<file path="src/rtl/aes_round_sched.sv">
// AES-128 iterative round scheduler: applies the key0 whitening on accept, then issues NR
// rounds to an external datapath and returns the ciphertext. Option: AES_SCHED_TIMEOUT_EN (adds err).
module aes_round_sched #(
  parameter int DATA_W    = 128,
  parameter int NR        = 10,
  parameter int ROUND_LAT = 1,
  parameter int TIMEOUT   = 16
) (
  input  logic              clk,
  input  logic              reset,
  input  logic              in_valid,
  output logic              in_ready,
  input  logic [DATA_W-1:0] in_data,
  input  logic [DATA_W-1:0] key0,
  output logic              rnd_valid,
  output logic [DATA_W-1:0] rnd_data,
  output logic [3:0]        rnd_idx,
  output logic              rnd_last,
  input  logic              rnd_valid_out,
  input  logic [DATA_W-1:0] rnd_data_out,
  output logic              out_valid,
  input  logic              out_ready,
  output logic [DATA_W-1:0] out_data,
`ifdef AES_SCHED_TIMEOUT_EN
  output logic              err,
`endif
  output logic              busy
);

  typedef enum logic [1:0] {IDLE, ISSUE, WAIT, DONE} fsm_t;

  fsm_t              fsm_reg, fsm_next;
  logic [DATA_W-1:0] state_reg, state_next;
  logic [DATA_W-1:0] out_data_reg, out_data_next;
  logic [3:0]        rnd_reg, rnd_next;
  logic              last_round;

  // The round counter is 4 bits wide, so NR must fit; a latency budget cannot be negative.
  if (NR < 1 || NR > 15 || ROUND_LAT < 0 || TIMEOUT < 0) begin : g_cfg_check
    $error("aes_round_sched: unsupported parameter set");
  end

  assign last_round = (rnd_reg == 4'(NR));

`ifdef AES_SCHED_TIMEOUT_EN
  localparam int LIMIT = ROUND_LAT + TIMEOUT;
  localparam int CW    = $clog2(LIMIT + 2);

  logic [CW-1:0] wait_cnt_reg, wait_cnt_next;
  logic          timeout;

  // wait_cnt_reg counts completed WAIT cycles, so this fires on WAIT cycle LIMIT+1.
  assign timeout = (fsm_reg == WAIT) && !rnd_valid_out && (wait_cnt_reg == CW'(LIMIT));
  assign err     = timeout;

  always_comb begin
    wait_cnt_next = '0;
    if (fsm_reg == WAIT) wait_cnt_next = wait_cnt_reg + CW'(1);
  end

  always_ff @(posedge clk or negedge reset) begin
    if (!reset) wait_cnt_reg <= '0;
    else        wait_cnt_reg <= wait_cnt_next;
  end
`endif

  always_comb begin
    fsm_next      = fsm_reg;
    state_next    = state_reg;
    rnd_next      = rnd_reg;
    out_data_next = out_data_reg;
    case (fsm_reg)
      IDLE: begin
        if (in_valid) begin
          state_next = in_data ^ key0;
          rnd_next   = 4'd1;
          fsm_next   = ISSUE;
        end
      end
      ISSUE: fsm_next = WAIT;
      WAIT: begin
        if (rnd_valid_out) begin
          state_next = rnd_data_out;
          if (last_round) begin
            out_data_next = rnd_data_out;
            fsm_next      = DONE;
          end else begin
            rnd_next = rnd_reg + 4'd1;
            fsm_next = ISSUE;
          end
        end
`ifdef AES_SCHED_TIMEOUT_EN
        else if (timeout) begin
          fsm_next = IDLE;
        end
`endif
      end
      DONE: begin
        if (out_ready) fsm_next = IDLE;
      end
      default: fsm_next = IDLE;
    endcase
  end

  always_ff @(posedge clk or negedge reset) begin
    if (!reset) begin
      fsm_reg      <= IDLE;
      state_reg    <= '0;
      out_data_reg <= '0;
      rnd_reg      <= '0;
    end else begin
      fsm_reg      <= fsm_next;
      state_reg    <= state_next;
      out_data_reg <= out_data_next;
      rnd_reg      <= rnd_next;
    end
  end

  assign in_ready  = (fsm_reg == IDLE);
  assign rnd_valid = (fsm_reg == ISSUE);
  assign rnd_data  = state_reg;
  assign rnd_idx   = rnd_reg;
  assign rnd_last  = rnd_valid && last_round;
  assign out_valid = (fsm_reg == DONE);
  assign out_data  = out_data_reg;
  assign busy      = (fsm_reg != IDLE);

endmodule

</file>
<file path="config.mk">
export PLATFORM = sky130hd
export DESIGN_NAME = aes_round_sched
export DESIGN_NICKNAME = d
export VERILOG_FILES = /design/src/rtl/aes_round_sched.sv
export SDC_FILE = /design/constraint.sdc
export NUM_CORES = 1
export LEC_CHECK = 0
export BUFFER_PORTS_ARGS = -buffer_cell sky130_fd_sc_hd__buf_4
export CAP_MARGIN = 20
export CORE_AREA = 5 5 249 251
export CTS_CLUSTER_SIZE = 30
export DETAILED_ROUTE_END_ITERATION = 12
export DIE_AREA = 0 0 254 256
export SETUP_SLACK_MARGIN = 0.1
export SYNTH_ARGS = -nofsm -noshare
export SYNTH_HDL_FRONTEND = slang
export SYNTH_SLANG_ARGS = --single-unit
</file>
<file path="constraint.sdc">
create_clock -name clk -period 4.6 [get_ports clk]
set_input_delay 0.92 -clock clk [delete_from_list [all_inputs] [get_ports clk]]
set_output_delay 0.92 -clock clk [all_outputs]
set_load 0.02 [all_outputs]
</file>
; ---- Word-level counts from Yosys, hierarchy flattened
; Cells that the tools add are included.
[classes]
n_addsub = 1
n_eq_ne = 8
n_mux = 12
bitwise_logic = 1
reduce_logical = 8
[op_table]
columns = op, n
row1 = two-way mux 128 bit, 2
row2 = case mux 128 bit (2 select lines), 1
row3 = bitwise XOR 128 bit, 1
row4 = two-way mux 4 bit, 3
row5 = AND reduction 3 bit, 3
row6 = two-way mux 2 bit, 4
row7 = case mux 2 bit (4 select lines), 1
row8 = case mux 4 bit (2 select lines), 1
row9 = "inequality test 2 bit, second input constant", 3
row10 = "adder 4 x 1 -> 4 bit, second input constant", 1
row11 = "== test 2 bit, second input constant", 2
row12 = "== test 4 bit, second input constant", 1
row13 = AND reduction 4 bit, 1
row14 = nonzero test 2 bit, 2
row15 = "== test 2 x 1 -> 1 bit, second input constant", 1
row16 = zero test 2 bit, 1
row17 = "inequality test 2 x 1 -> 1 bit, second input constant", 1
row18 = logical AND 1 bit, 1
[word_totals]
reg_bits = 262
in_bits = 389
elab_cells = 34

; ---- Logic depth before layout (Yosys ltp)
[depth]
word_depth = 4
depth_mapped = 8

; ---- Worst setup path after synthesis
; OpenSTA, ideal clock, no wires.
[synth_path]
kind = register -> output
startpoint = reg fsm_reg[0]
endpoint = out busy
arrival_ps = 1294
setup_slack_ps = 2386
stages_incl_launch_ff = 5
path_buffers = 2
path_cell_list = dfrtp_1 > clkbuf_1 > clkbuf_1 > nor2_1 > inv_1
[synth_between]
elab_chain_cells = 1
[synth_lines]
columns = item, line_no
row1 = from (decl), 32  ; fsm_t fsm_reg, fsm_next;
row2 = from (signal assigned), 112  ; fsm_reg <= fsm_next;
row3 = nonzero test 2 bit, 126  ; assign busy = (fsm_reg != IDLE);
row4 = to (decl), 27  ; output logic busy
; No other way between the ends.

; ---- Worst setup path in the final report
[layout_path]
startpoint = reg fsm_reg[0]
endpoint = out rnd_last
[layout_between]
elab_chain_cells = 2
[layout_lines]
columns = item, line_no
row1 = == test 2 x 1 -> 1 bit, 120  ; assign rnd_valid = (fsm_reg == ISSUE);
row2 = logical AND 1 bit, 123  ; assign rnd_last = rnd_valid && last_round;
row3 = to (decl), 18  ; output logic rnd_last,
; No other way between the ends.

==> flow_summary.json <==
{
  "fin_crit_ns": 3.14,
  "final_common_cell": "buf_4",
  "numCtsBuffers": 30,
  "wl_met2_mm": 24.0,
  "htreeDepth": 1,
  "synth_top_area_share_pct": 51.0,
  "layout-drive-gt1-share_pct": 50.8,
  "start_util_pct": 21.6,
  "path_class": "reg2out",
  "grt_pass1_wl_mm": 69.7,
  "nets": 2033,
  "hold_buffers": 0,
  "ant_nets": 0,
  "drv_slew": 0,
  "finalWirelength_mm": 47.7,
  "cts_tree": "done",
  "max_freq_ghz": 0.318,
  "nFillCells": 6009,
  "cp_max_fo": 81,
  "clkTransAtPathRegs_ns": 0.06,
  "p_sw_share_pct": 39.2,
  "cts_setup_buffers": 0,
  "grt_max_degree": 89,
  "cts_buffer_depth": 3,
  "endpoint_kind": "output port",
  "ctsResizeCount": 0,
  "maxCapViolCount": 0,
  "tns_ns": 0,
  "outcome": "completed",
  "grt_pass1_vias": 11300,
  "synthTopCellsByArea": "dfrtp_1, mux2_4, mux2i_1, xor2_1, o21ai_1",
  "hpwl_mm": 36.6,
  "p_leak_nw": 10.4,
  "antenna_found_initial": 4,
  "drcViolationCount": 0,
  "wl_met1_mm": 18.3,
  "clkSinkCount": 262,
  "dr.first_iter.drc_count": 391,
  "r2r_slack_ns": 1.73,
  "root_buffer": "clkbuf_16",
  "cp.arrival_ns": 2.22,
  "areaGrowthSynthToFinish_pct": 51.8,
  "layout_common_cells": "buf_4, dfrtp_1, o21ai_1",
  "fin_skew_ns": 0.0224,
  "track_usage_pct": 13.6,
  "power.share.clock_pct": 22.3,
  "multi_input_area_sq_um": 5830,
  "rsz0062_at_grt": "false",
  "synth_area_leader_cell": "dfrtp_1",
  "ys_ff_latch": 262,
  "finalCritPeriodShare_pct": 68.3,
  "drtPass1Iterations": 5,
  "p_switching_mw": 4.34,
  "syn_inst": 1011,
  "start_kind": "flip-flop",
  "avgSynthCellArea_sq_um": 12.7,
  "worst_pin_slew_ns": 1.11,
  "worstPathRequired_ns": 3.68,
  "top_layer": "met5",
  "clock_latency_ns": 0.58,
  "setup_viol": 0,
  "final_cell_area_sq_um": 19500,
  "die-area_sq_um": 65000,
  "hold_viol": 0,
  "final_util_pct": 32.7,
  "power_mw": 11.1,
  "synth.distinct_cells": 33,
  "comb_power_share_pct": 45.3,
  "via_per_inst": 4.30,
  "synth_nets": 1402,
  "place_area_sq_um": 18500,
  "gp_congestion": 0.849,
  "syn_area_sq_um": 12900,
  "irDropWorstVdd_uv": 350,
  "num_rows": 90,
  "powerDensity_nw_per_um2": 566,
  "holdCritPathClass": "in2async",
  "die_h_microns": 256,
  "seqCellArea_sq_um": 6560,
  "grt-ovfl-total": 0,
  "p_seq_share_pct": 32.5,
  "io_buffers": 653,
  "wl_per_cell_microns": 19.5,
  "ys_seq_area_share_pct": 51.0,
  "die_w_microns": 254,
  "dr_wl_met3_mm": 4.23,
  "yosysWarnings": 0,
  "intPower_mw": 6.72,
  "slew_headroom_pct": 26.3,
  "routed-via-count": 10500,
  "ios": 654,
  "core_sq_um": 59700
}
metal layers:
metal / vias up / track usage (%)
met3: 60 / 3.49
li1: 4827 / -
met1: 5179 / 16.2
met2: 459 / 24.2
met5: - / 0
met4: 2 / 3.51
cells in the mapped netlist (all sizes together):
library cell	number
and2	2
and3b	1
mux2	128
buf	47
xor2	128
dfrtp	262
or2	1
o41ai	2
a22oi	1
or3b	1
nand3	1
a211o	2
mux2i	129
o21ai	259
nand2b	1
nor4	1
clkbuf	28
inv	5
nor3b	1
nand4	1
o31ai	2
nand4b	1
or4b	1
nand2	1
nor2	2
ha	2
a22o	1
power groups by stage:
stage                     sequential [mW]  clock (mW)  combinational [mW]
after floorplan                      4.32           0                2.02
after global placement               3.60           0                5.02
after detailed placement             3.62           0                5.10
after CTS                            3.60        2.55                5.10
after global routing                 3.69        2.65                5.38
final                                3.59        2.46                5.00
final timing paths:
| path | end | depth (start not counted) | start |
|---|---|---|---|
| worst max register to register | rnd_data[46] | 4 | fsm_reg[0] |
| worst min-delay path | rnd_data[52] | 1 | reset |
| worst max-delay path | rnd_last | 4 | fsm_reg[0] |
| min in group clk | out_data[5] | 1 | out_data[5] |
| worst min register to register | out_data[5] | 1 | out_data[5] |
| max in group asynchronous | rnd_data[105] | 2 | reset |
worst max-delay path, stage by stage (launching register included):
cell and delay [ns]:
dfrtp_4 0.89, inv_1 0.23, nor2_1 0.20, and2_1 0.15, buf_4 0.14
cell type report:
cell class,count,share of cell area [%]
Inverter,5,0.0961
Sequential cell,262,33.6
Tap cell,782,5.01
Antenna cell,1,0.0128
Clock inverter,11,0.852
Multi-Input combinational cell,669,29.8
Timing Repair Buffer,674,26.3
Clock buffer,42,4.28
metrics by stage:
stage / std cells / hold WS [ns] / worst slack [ns]
global placement: 2392 / 0.479 / 1.73
detailed placement: 2392 / 0.487 / 1.69
finish: 2446 / 0.320 / 1.46
CTS: 2445 / 0.378 / 1.35
global route: 2445 / 0.415 / 1.30
floorplan: 1011 / 0.590 / 2.39
logic make-up (layout without fill, tap and decap cells):
family | Yosys count | count (layout) | share of synthesized area [%]
flops | 262 | 262 | 51.0
simple gates | 15 | 15 | 0.807
xor+xnor | 128 | 128 | 8.72
compound gates | 267 | 267 | 10.6
fa+ha+maj | 2 | 2 | 0.195
buf+inv | 80 | 732 | 3.95
mux | 257 | 257 | 24.8
other cells | 0 | 1 | 0
Note: power is estimated with default switching activity, not from simulation.
